$ cat src/rtl/mandel_pkg.sv
// Shared constants, state encodings and helpers for the Mandelbrot pixel pipeline.
// Coordinates are signed Q21 in an N-bit word.
package mandel_pkg;

  localparam int unsigned Q     = 21;
  localparam int unsigned N     = 32;
  localparam int unsigned H_RES = 640;
  localparam int unsigned V_RES = 480;
  localparam int unsigned PIX_W = 16;

  localparam logic [N-1:0] STEP0  = 32'h0000_2666;
  localparam logic [N-1:0] DEF_RE = 32'hFFC0_0000; // -2.0
  localparam logic [N-1:0] DEF_IM = 32'h0025_8000; // 1.171875

  typedef enum logic [1:0] {StIdle, StScan, StDone} scan_state_e;

  typedef enum logic [1:0] {AccHold, AccLoad, AccAdd, AccSub} acc_op_e;

  // Each zoom level halves the per-pixel step.
  function automatic logic [N-1:0] zoom_step(input logic [1:0] level);
    return STEP0 >> level;
  endfunction

endpackage

$ cat src/rtl/pixel_scan_gen_if.sv
// Pixel coordinate stream from the scan generator to the iteration engine.
interface pixel_scan_gen_if;
  import mandel_pkg::*;

  logic [N-1:0]     c_re;
  logic [N-1:0]     c_im;
  logic [PIX_W-1:0] pix_x;
  logic [PIX_W-1:0] pix_y;
  logic             c_valid;
  logic             c_ready;

  modport master (output c_re, c_im, pix_x, pix_y, c_valid, input c_ready);
  modport slave  (input c_re, c_im, pix_x, pix_y, c_valid, output c_ready);

endinterface

$ cat src/rtl/coord_acc.sv
// N-bit coordinate accumulator: hold, load, add step or subtract step each cycle.
module coord_acc
  import mandel_pkg::*;
(
  input  logic         clk_i,
  input  logic         rst_ni,
  input  acc_op_e      op_i,
  input  logic [N-1:0] load_val_i,
  input  logic [N-1:0] step_i,
  output logic [N-1:0] acc_o
);

  logic [N-1:0] acc_d, acc_q;

  always_comb begin
    acc_d = acc_q;
    case (op_i)
      AccLoad: acc_d = load_val_i;
      AccAdd:  acc_d = acc_q + step_i;
      AccSub:  acc_d = acc_q - step_i;
      default: acc_d = acc_q;
    endcase
  end

  always_ff @(posedge clk_i) begin
    if (!rst_ni) begin
      acc_q <= '0;
    end else begin
      acc_q <= acc_d;
    end
  end

  assign acc_o = acc_q;

endmodule

$ cat src/rtl/pixel_scan_gen.sv
// Raster-order pixel walker: emits c = (re, im) per screen pixel using adds only.
// A view change mid-frame restarts the scan at (0,0) with the new view.
module pixel_scan_gen
  import mandel_pkg::*;
#(
  parameter int unsigned HRes = H_RES,
  parameter int unsigned VRes = V_RES
) (
  input  logic                    clk,
  input  logic                    rst,
  input  logic                    start,
  input  logic [N-1:0]            base_re,
  input  logic [N-1:0]            base_im,
  input  logic [1:0]              zoom_level,
  pixel_scan_gen_if.master        stream,
  output logic                    busy,
  output logic                    frame_done
);

  scan_state_e      state_d, state_q;
  logic [N-1:0]     base_re_d, base_re_q;
  logic [N-1:0]     base_im_d, base_im_q;
  logic [1:0]       zoom_d, zoom_q;
  logic             pend_d, pend_q;
  logic             valid_d, valid_q;
  logic [PIX_W-1:0] x_d, x_q;
  logic [PIX_W-1:0] y_d, y_q;

  acc_op_e      re_op, im_op;
  logic [N-1:0] re_load;
  logic [N-1:0] step;
  logic [N-1:0] c_re_w, c_im_w;
  logic         xfer, view_diff, last_col, last_row;

  assign step      = zoom_step(zoom_q);
  assign xfer      = valid_q & stream.c_ready;
  assign view_diff = (base_re != base_re_q) || (base_im != base_im_q) || (zoom_level != zoom_q);
  assign last_col  = (x_q == PIX_W'(HRes - 1));
  assign last_row  = (y_q == PIX_W'(VRes - 1));

  always_comb begin
    state_d   = state_q;
    base_re_d = base_re_q;
    base_im_d = base_im_q;
    zoom_d    = zoom_q;
    pend_d    = pend_q;
    valid_d   = valid_q;
    x_d       = x_q;
    y_d       = y_q;
    re_op     = AccHold;
    im_op     = AccHold;
    re_load   = base_re_q;

    case (state_q)
      StIdle: begin
        if (start) begin
          base_re_d = base_re;
          base_im_d = base_im;
          zoom_d    = zoom_level;
          pend_d    = 1'b0;
          valid_d   = 1'b1;
          x_d       = '0;
          y_d       = '0;
          re_load   = base_re;
          re_op     = AccLoad;
          im_op     = AccLoad;
          state_d   = StScan;
        end
      end
      StScan: begin
        if (view_diff) pend_d = 1'b1;
        // A pending restart takes priority over normal advance, including the last pixel.
        if ((pend_q || view_diff) && (xfer || !valid_q)) begin
          base_re_d = base_re;
          base_im_d = base_im;
          zoom_d    = zoom_level;
          pend_d    = 1'b0;
          valid_d   = 1'b1;
          x_d       = '0;
          y_d       = '0;
          re_load   = base_re;
          re_op     = AccLoad;
          im_op     = AccLoad;
        end else if (xfer) begin
          if (!last_col) begin
            x_d   = x_q + 1'b1;
            re_op = AccAdd;
          end else if (!last_row) begin
            x_d   = '0;
            y_d   = y_q + 1'b1;
            re_op = AccLoad;
            im_op = AccSub;
          end else begin
            valid_d = 1'b0;
            state_d = StDone;
          end
        end
      end
      StDone: state_d = StIdle;
      default: state_d = StIdle;
    endcase
  end

  always_ff @(posedge clk) begin
    if (!rst) begin
      state_q   <= StIdle;
      base_re_q <= '0;
      base_im_q <= '0;
      zoom_q    <= '0;
      pend_q    <= 1'b0;
      valid_q   <= 1'b0;
      x_q       <= '0;
      y_q       <= '0;
    end else begin
      state_q   <= state_d;
      base_re_q <= base_re_d;
      base_im_q <= base_im_d;
      zoom_q    <= zoom_d;
      pend_q    <= pend_d;
      valid_q   <= valid_d;
      x_q       <= x_d;
      y_q       <= y_d;
    end
  end

  coord_acc u_acc_re (
    .clk_i      (clk),
    .rst_ni     (rst),
    .op_i       (re_op),
    .load_val_i (re_load),
    .step_i     (step),
    .acc_o      (c_re_w)
  );

  coord_acc u_acc_im (
    .clk_i      (clk),
    .rst_ni     (rst),
    .op_i       (im_op),
    .load_val_i (base_im),
    .step_i     (step),
    .acc_o      (c_im_w)
  );

  assign stream.c_re    = c_re_w;
  assign stream.c_im    = c_im_w;
  assign stream.pix_x   = x_q;
  assign stream.pix_y   = y_q;
  assign stream.c_valid = valid_q;
  assign busy           = (state_q != StIdle);
  assign frame_done     = (state_q == StDone);

endmodule

$ cat src/flat_wrapper.sv
// flat-port wrapper written by rule: the top's interface ports become plain ports
module pixel_scan_gen_flat import mandel_pkg::*;
#(
  parameter int unsigned HRes = H_RES,
  parameter int unsigned VRes = V_RES
)
  (clk, rst, start, base_re, base_im, zoom_level, busy, frame_done, stream_c_re, stream_c_im, stream_pix_x, stream_pix_y, stream_c_valid, stream_c_ready);
  pixel_scan_gen_if stream_i ();
  input  logic clk;
  input  logic rst;
  input  logic start;
  input  logic [N-1:0] base_re;
  input  logic [N-1:0] base_im;
  input  logic [1:0] zoom_level;
  output logic busy;
  output logic frame_done;
  output wire logic [$bits(stream_i.c_re)-1:0] stream_c_re;
  output wire logic [$bits(stream_i.c_im)-1:0] stream_c_im;
  output wire logic [$bits(stream_i.pix_x)-1:0] stream_pix_x;
  output wire logic [$bits(stream_i.pix_y)-1:0] stream_pix_y;
  output wire logic [$bits(stream_i.c_valid)-1:0] stream_c_valid;
  input wire logic [$bits(stream_i.c_ready)-1:0] stream_c_ready;
  assign stream_c_re = stream_i.c_re;
  assign stream_c_im = stream_i.c_im;
  assign stream_pix_x = stream_i.pix_x;
  assign stream_pix_y = stream_i.pix_y;
  assign stream_c_valid = stream_i.c_valid;
  assign stream_i.c_ready = stream_c_ready;
  pixel_scan_gen #(.HRes(HRes), .VRes(VRes)) u_core (.clk(clk), .rst(rst), .start(start), .base_re(base_re), .base_im(base_im), .zoom_level(zoom_level), .stream(stream_i), .busy(busy), .frame_done(frame_done));
endmodule
$ cat config.mk
export PLATFORM = sky130hd
export DESIGN_NAME = pixel_scan_gen_flat
export DESIGN_NICKNAME = d
export VERILOG_FILES = /design/src/rtl/mandel_pkg.sv /design/src/rtl/pixel_scan_gen_if.sv /design/src/rtl/coord_acc.sv /design/src/rtl/pixel_scan_gen.sv /design/src/flat_wrapper.sv
export SDC_FILE = /design/constraint.sdc
export NUM_CORES = 1
export LEC_CHECK = 0
export ABC_AREA = 1
export CAP_MARGIN = 20
export CELL_PAD_IN_SITES_DETAIL_PLACEMENT = 0
export CELL_PAD_IN_SITES_GLOBAL_PLACEMENT = 2
export CORE_UTILIZATION = 29
export DETAILED_ROUTE_END_ITERATION = 10
export GPL_ROUTABILITY_DRIVEN = 0
export HOLD_SLACK_MARGIN = 0.02
export PLACE_DENSITY_LB_ADDON = 0.1
export SETUP_SLACK_MARGIN = 0.2
export SLEW_MARGIN = 10
export SYNTH_ARGS = -nofsm -noshare
export SYNTH_HDL_FRONTEND = slang
export SYNTH_SLANG_ARGS = --single-unit
$ cat constraint.sdc
create_clock -name clk -period 4.9 [get_ports clk]
set_input_delay 0.98 -clock clk [delete_from_list [all_inputs] [get_ports clk]]
set_output_delay 0.98 -clock clk [all_outputs]
set_load 0.1 [all_outputs]
==> flow_metrics.tcl <==
set metrics [dict create \
    grt_max_degree 66 \
    required_ns 5.33 \
    hold_buffers 0 \
    drive_gt1_share_pct 10.11 \
    relSlewSlack_pct 32.85 \
    synth_top_family_by_area "simple AND/OR/NAND/NOR gates" \
    clk_latency_ns 0.50 \
    syn2layout_area_growth_pct 27.16 \
    vias_per_cell 4.774 \
    clock-root-buffer "clkbuf_16" \
    fillCellCount 4837 \
    synthesis.nets 2170 \
    synthCells 2035 \
    wl_per_cell_um 18.78 \
    synth_xor_area_share_pct 3.542 \
    die_w_um 210.5 \
    route.vias.total 13630 \
    drc 0 \
    rows 76 \
    clkSinkCount 166 \
    critPathKind "in -> reg" \
    critPathMaxFanout 7 \
    die_area_um2 44330 \
    cts_resized 0 \
    synth_compound_area_share_pct 18.45 \
    post-dp-hpwl_um 43110 \
    vdd_drop_max_uv 214.4 \
    cp_top_family "simple AND/OR/NAND/NOR gates" \
    overflow 0 \
    core_um2 42980 \
    grt_pass1_wl_um 80010 \
    grt_usage_pct 24.51 \
    r2r_slack_ns 0.78 \
    crit_top_cell "nand2_1" \
    num_io_pins 169 \
    drv_slew 0 \
    power_leakage_nw 7.382 \
    drt_iter0_markers 819 \
    holdWs_ns 0.4779 \
    layout_setup_ws_ns 0.5389 \
    floorplan.initialDensity_pct 29.34 \
    antenna_found_initial 3 \
    whs_endpoint "u_core.base_im_q[9]" \
    finalHoldViolations 0 \
    finalNetCount 2388 \
    cp_slowest_cell "clkdlybuf4s50_1" \
    cts_buffers 17 \
    crit_path_start "base_im[19]" \
    intPower_mw 2.566 \
    port_buffers 168 \
    p_sw_share_pct 41.25 \
    fin_crit_sh_pct 89.00 \
    synth_cell_types 56 \
    hold-path-cell-count 2 \
    hold_class "reg -> reg" \
    grt_pass1_vias 13130 \
    syn_avg_cell_area_um2 6.198 \
    rsz0062_at_grt "false" \
    synthSimpleGateAreaFrac_pct 33.08 \
    clk_path_buf_depth 2 \
    min_from "u_core.base_im_q[9]" \
    r2r_start "u_core.zoom_q[0]" \
    synth-seq-cells 166 \
    ant_nets 0 \
    outcome "completed" \
    clk_pin_slew_ns 0.07 \
    synth-seq-area-share_pct 26.35 \
    post_synth_mux_area_share_pct 0 \
    crit_cells 27 \
    synth_fa_ha_area_share_pct 6.567 \
    synth_warnings 0 \
    drt_first_pass_iters 5 \
    period_needed_ns 4.361 \
    critPathBufInv 5 \
    regArea_um2 3323 \
    switchingPower_mw 1.801 \
    cp-end-kind "flop" \
    p_comb_share_pct 33.6 \
    multiInputGateArea_um2 7799 \
    clockPowerShare_pct 31.6 \
    pre_cts_slack_ns -0.1764 \
    p_per_area_nw_per_um2 272.3 \
    cp-start-kind "primary input" \
    cts_setup_buffers 0 \
    tightest_slew_ns 1.004 \
    max_freq_ghz 0.2293 \
    p_seq_share_pct 34.8 \
    arrival_ns 4.79 \
    cts_tree "done" \
    cap_viol_max_count 0 \
    skew_ns 0.01720 \
    critPathMaxStageDelay_ns 0.52 \
    finalSetupViolCount 0 \
    h-tree-depth 4 \
    reg2reg_depth 21 \
    syn-cell-area_um2 12610 \
    rr_endpoint "u_core.u_acc_re.acc_o[24]" \
    wirelength_um 53600 \
    chipHeight_um 210.5 \
]
-- stage by stage --
| stage | setup TNS, ns | util (%) | instance area, um2 | cells | power [mW] |
|---|---|---|---|---|---|
| finish | 0 | 37.31 | 16040 | 2854 | 4.367 |
| detailed placement | -1.157 | 35.97 | 15460 | 2819 | 3.021 |
| global placement | -1.143 | 35.97 | 15460 | 2819 | 3.020 |
| floorplan | 0 | - | 12610 | 2035 | 2.503 |
| CTS | 0 | 37.25 | 16010 | 2851 | 4.417 |
| global route | 0 | 37.30 | 16030 | 2852 | 4.589 |
-- cells in the mapped netlist, drive strengths merged --
cell type | count | area (um2)
nand2 | 564 | 2205
inv | 321 | 1205
nor2 | 195 | 799.5
o21ai | 169 | 864.6
dfxtp | 166 | 3323
a21oi | 156 | 803.3
nand3 | 103 | 585.6
ha | 63 | 788.3
clkbuf | 51 | 221.5
nor3 | 44 | 246.5
xor2 | 28 | 245.2
xnor2 | 23 | 201.4
nand4 | 19 | 118.9
o211ai | 14 | 105.1
o21bai | 14 | 116.4
or2 | 13 | 81.33
a211oi | 12 | 90.09
buf | 12 | 67.56
nor4 | 10 | 62.56
a31oi | 9 | 56.30
o221ai | 9 | 78.83
o2111ai | 6 | 52.55
a22oi | 5 | 37.54
nor3b | 5 | 52.55
o21a | 5 | 37.54
a21boi | 3 | 22.52
clkinv | 3 | 11.26
a21o | 2 | 15.01
and2 | 2 | 12.51
fa | 2 | 40.04
o211a | 2 | 20.02
a221oi | 1 | 8.760
dlygate4sd3 | 1 | 10.01
nand3b | 1 | 7.510
o221a | 1 | 11.26
o31ai | 1 | 7.510
-- cells by family after synthesis --
| logic type | after synthesis |
|---|---|
| and+or+nand+nor | 956 |
| AOI/OAI and AO/OA | 409 |
| buffers and inverters | 388 |
| adders and majority gates | 65 |
| xor gates and xnor gates | 51 |
| DFF | 166 |
-- worst max-delay path by stage --
stage / to
3_3_place_gp: u_core.u_acc_im.acc_o[20]
2_1_floorplan: u_core.u_acc_im.acc_o[25]
6_report: u_core.u_acc_im.acc_o[26]
5_1_grt: u_core.u_acc_im.acc_o[20]
4_1_cts: u_core.u_acc_im.acc_o[26]
3_5_place_dp: u_core.u_acc_im.acc_o[26]
-- placed cells by master (no fill, tap or decap), types with 12 or more instances in the layout --
| cell | synthesis | layout |
|---|---|---|
| o211ai_1 | 14 | 14 |
| xor2_1 | 28 | 28 |
| nor3_1 | 40 | 39 |
| nand2_1 | 541 | 540 |
| dfxtp_1 | 166 | 166 |
| or2_2 | 12 | 12 |
| a211oi_1 | 12 | 12 |
| clkdlybuf4s50_1 | 0 | 164 |
| nor2_2 | 9 | 13 |
| inv_2 | 12 | 13 |
| xnor2_1 | 23 | 23 |
| ha_1 | 63 | 63 |
| clkbuf_16 | 0 | 17 |
| nand3_1 | 89 | 89 |
| nor2_1 | 180 | 176 |
| nand2_2 | 17 | 18 |
| nand4_1 | 19 | 19 |
| buf_4 | 2 | 94 |
| a21oi_1 | 150 | 150 |
| nand3_2 | 14 | 14 |
| o21ai_0 | 165 | 164 |
| inv_1 | 309 | 309 |
-- state kept, by name, summed over array words and instances, names as in the netlist --
| name | cells |
|---|---|
| u_core.stream.pix_x | 16 |
| u_core.stream.pix_y | 16 |
| u_core.pend_q | 1 |
| u_core.base_im_q | 32 |
| u_core.stream.c_valid | 1 |
| u_core.zoom_q | 2 |
| u_core.base_re_q | 32 |
| u_core.u_acc_re.acc_o | 32 |
| u_core.state_q | 2 |
| u_core.u_acc_im.acc_o | 32 |
-- power groups by stage --
stage | logic [mW] | registers [mW] | clock network, mW
after floorplan | 0.668 | 1.83 | 0
after global placement | 1.47 | 1.55 | 0
after detailed placement | 1.47 | 1.55 | 0
after CTS | 1.48 | 1.52 | 1.42
after global routing | 1.59 | 1.53 | 1.47
final | 1.47 | 1.52 | 1.38
-- per-layer routing --
layer	track usage, %	vias up	wire (um)
met4	12.89	2	2491
li1	-	7003	-
met1	30.48	6255	24020
met3	3.829	87	1920
met2	40.70	278	25150
met5	0	-	13
-- worst register-to-register path: stages (launching register included) --
cell and delay [ns]:
dfxtp_1 0.61, inv_1 0.18, ha_1 0.34, inv_2 0.17, nand2_1 0.09, xor2_1 0.26, ha_1 0.33, nand2_1 0.08
nor2_1 0.04, a211oi_1 0.31, o211ai_1 0.13, nand2_1 0.12, o21bai_2 0.10, a21oi_1 0.25, inv_1 0.12, a21oi_1 0.23
o21ai_0 0.20, xor2_1 0.18, nand2_1 0.08, o211ai_1 0.08, nand2_1 0.07, inv_1 0.04
-- area by class of cell --
cell class	count	share of cell area, %
Timing Repair Buffer	263	15.03
Sequential cell	166	20.72
Antenna cell	3	0.04681
Inverter	324	7.583
Multi-Input combinational cell	1481	48.63
Clock inverter	11	0.5617
Tap cell	585	4.564
Clock buffer	21	2.871
No activity file was read; power rests on OpenSTA's default activity.
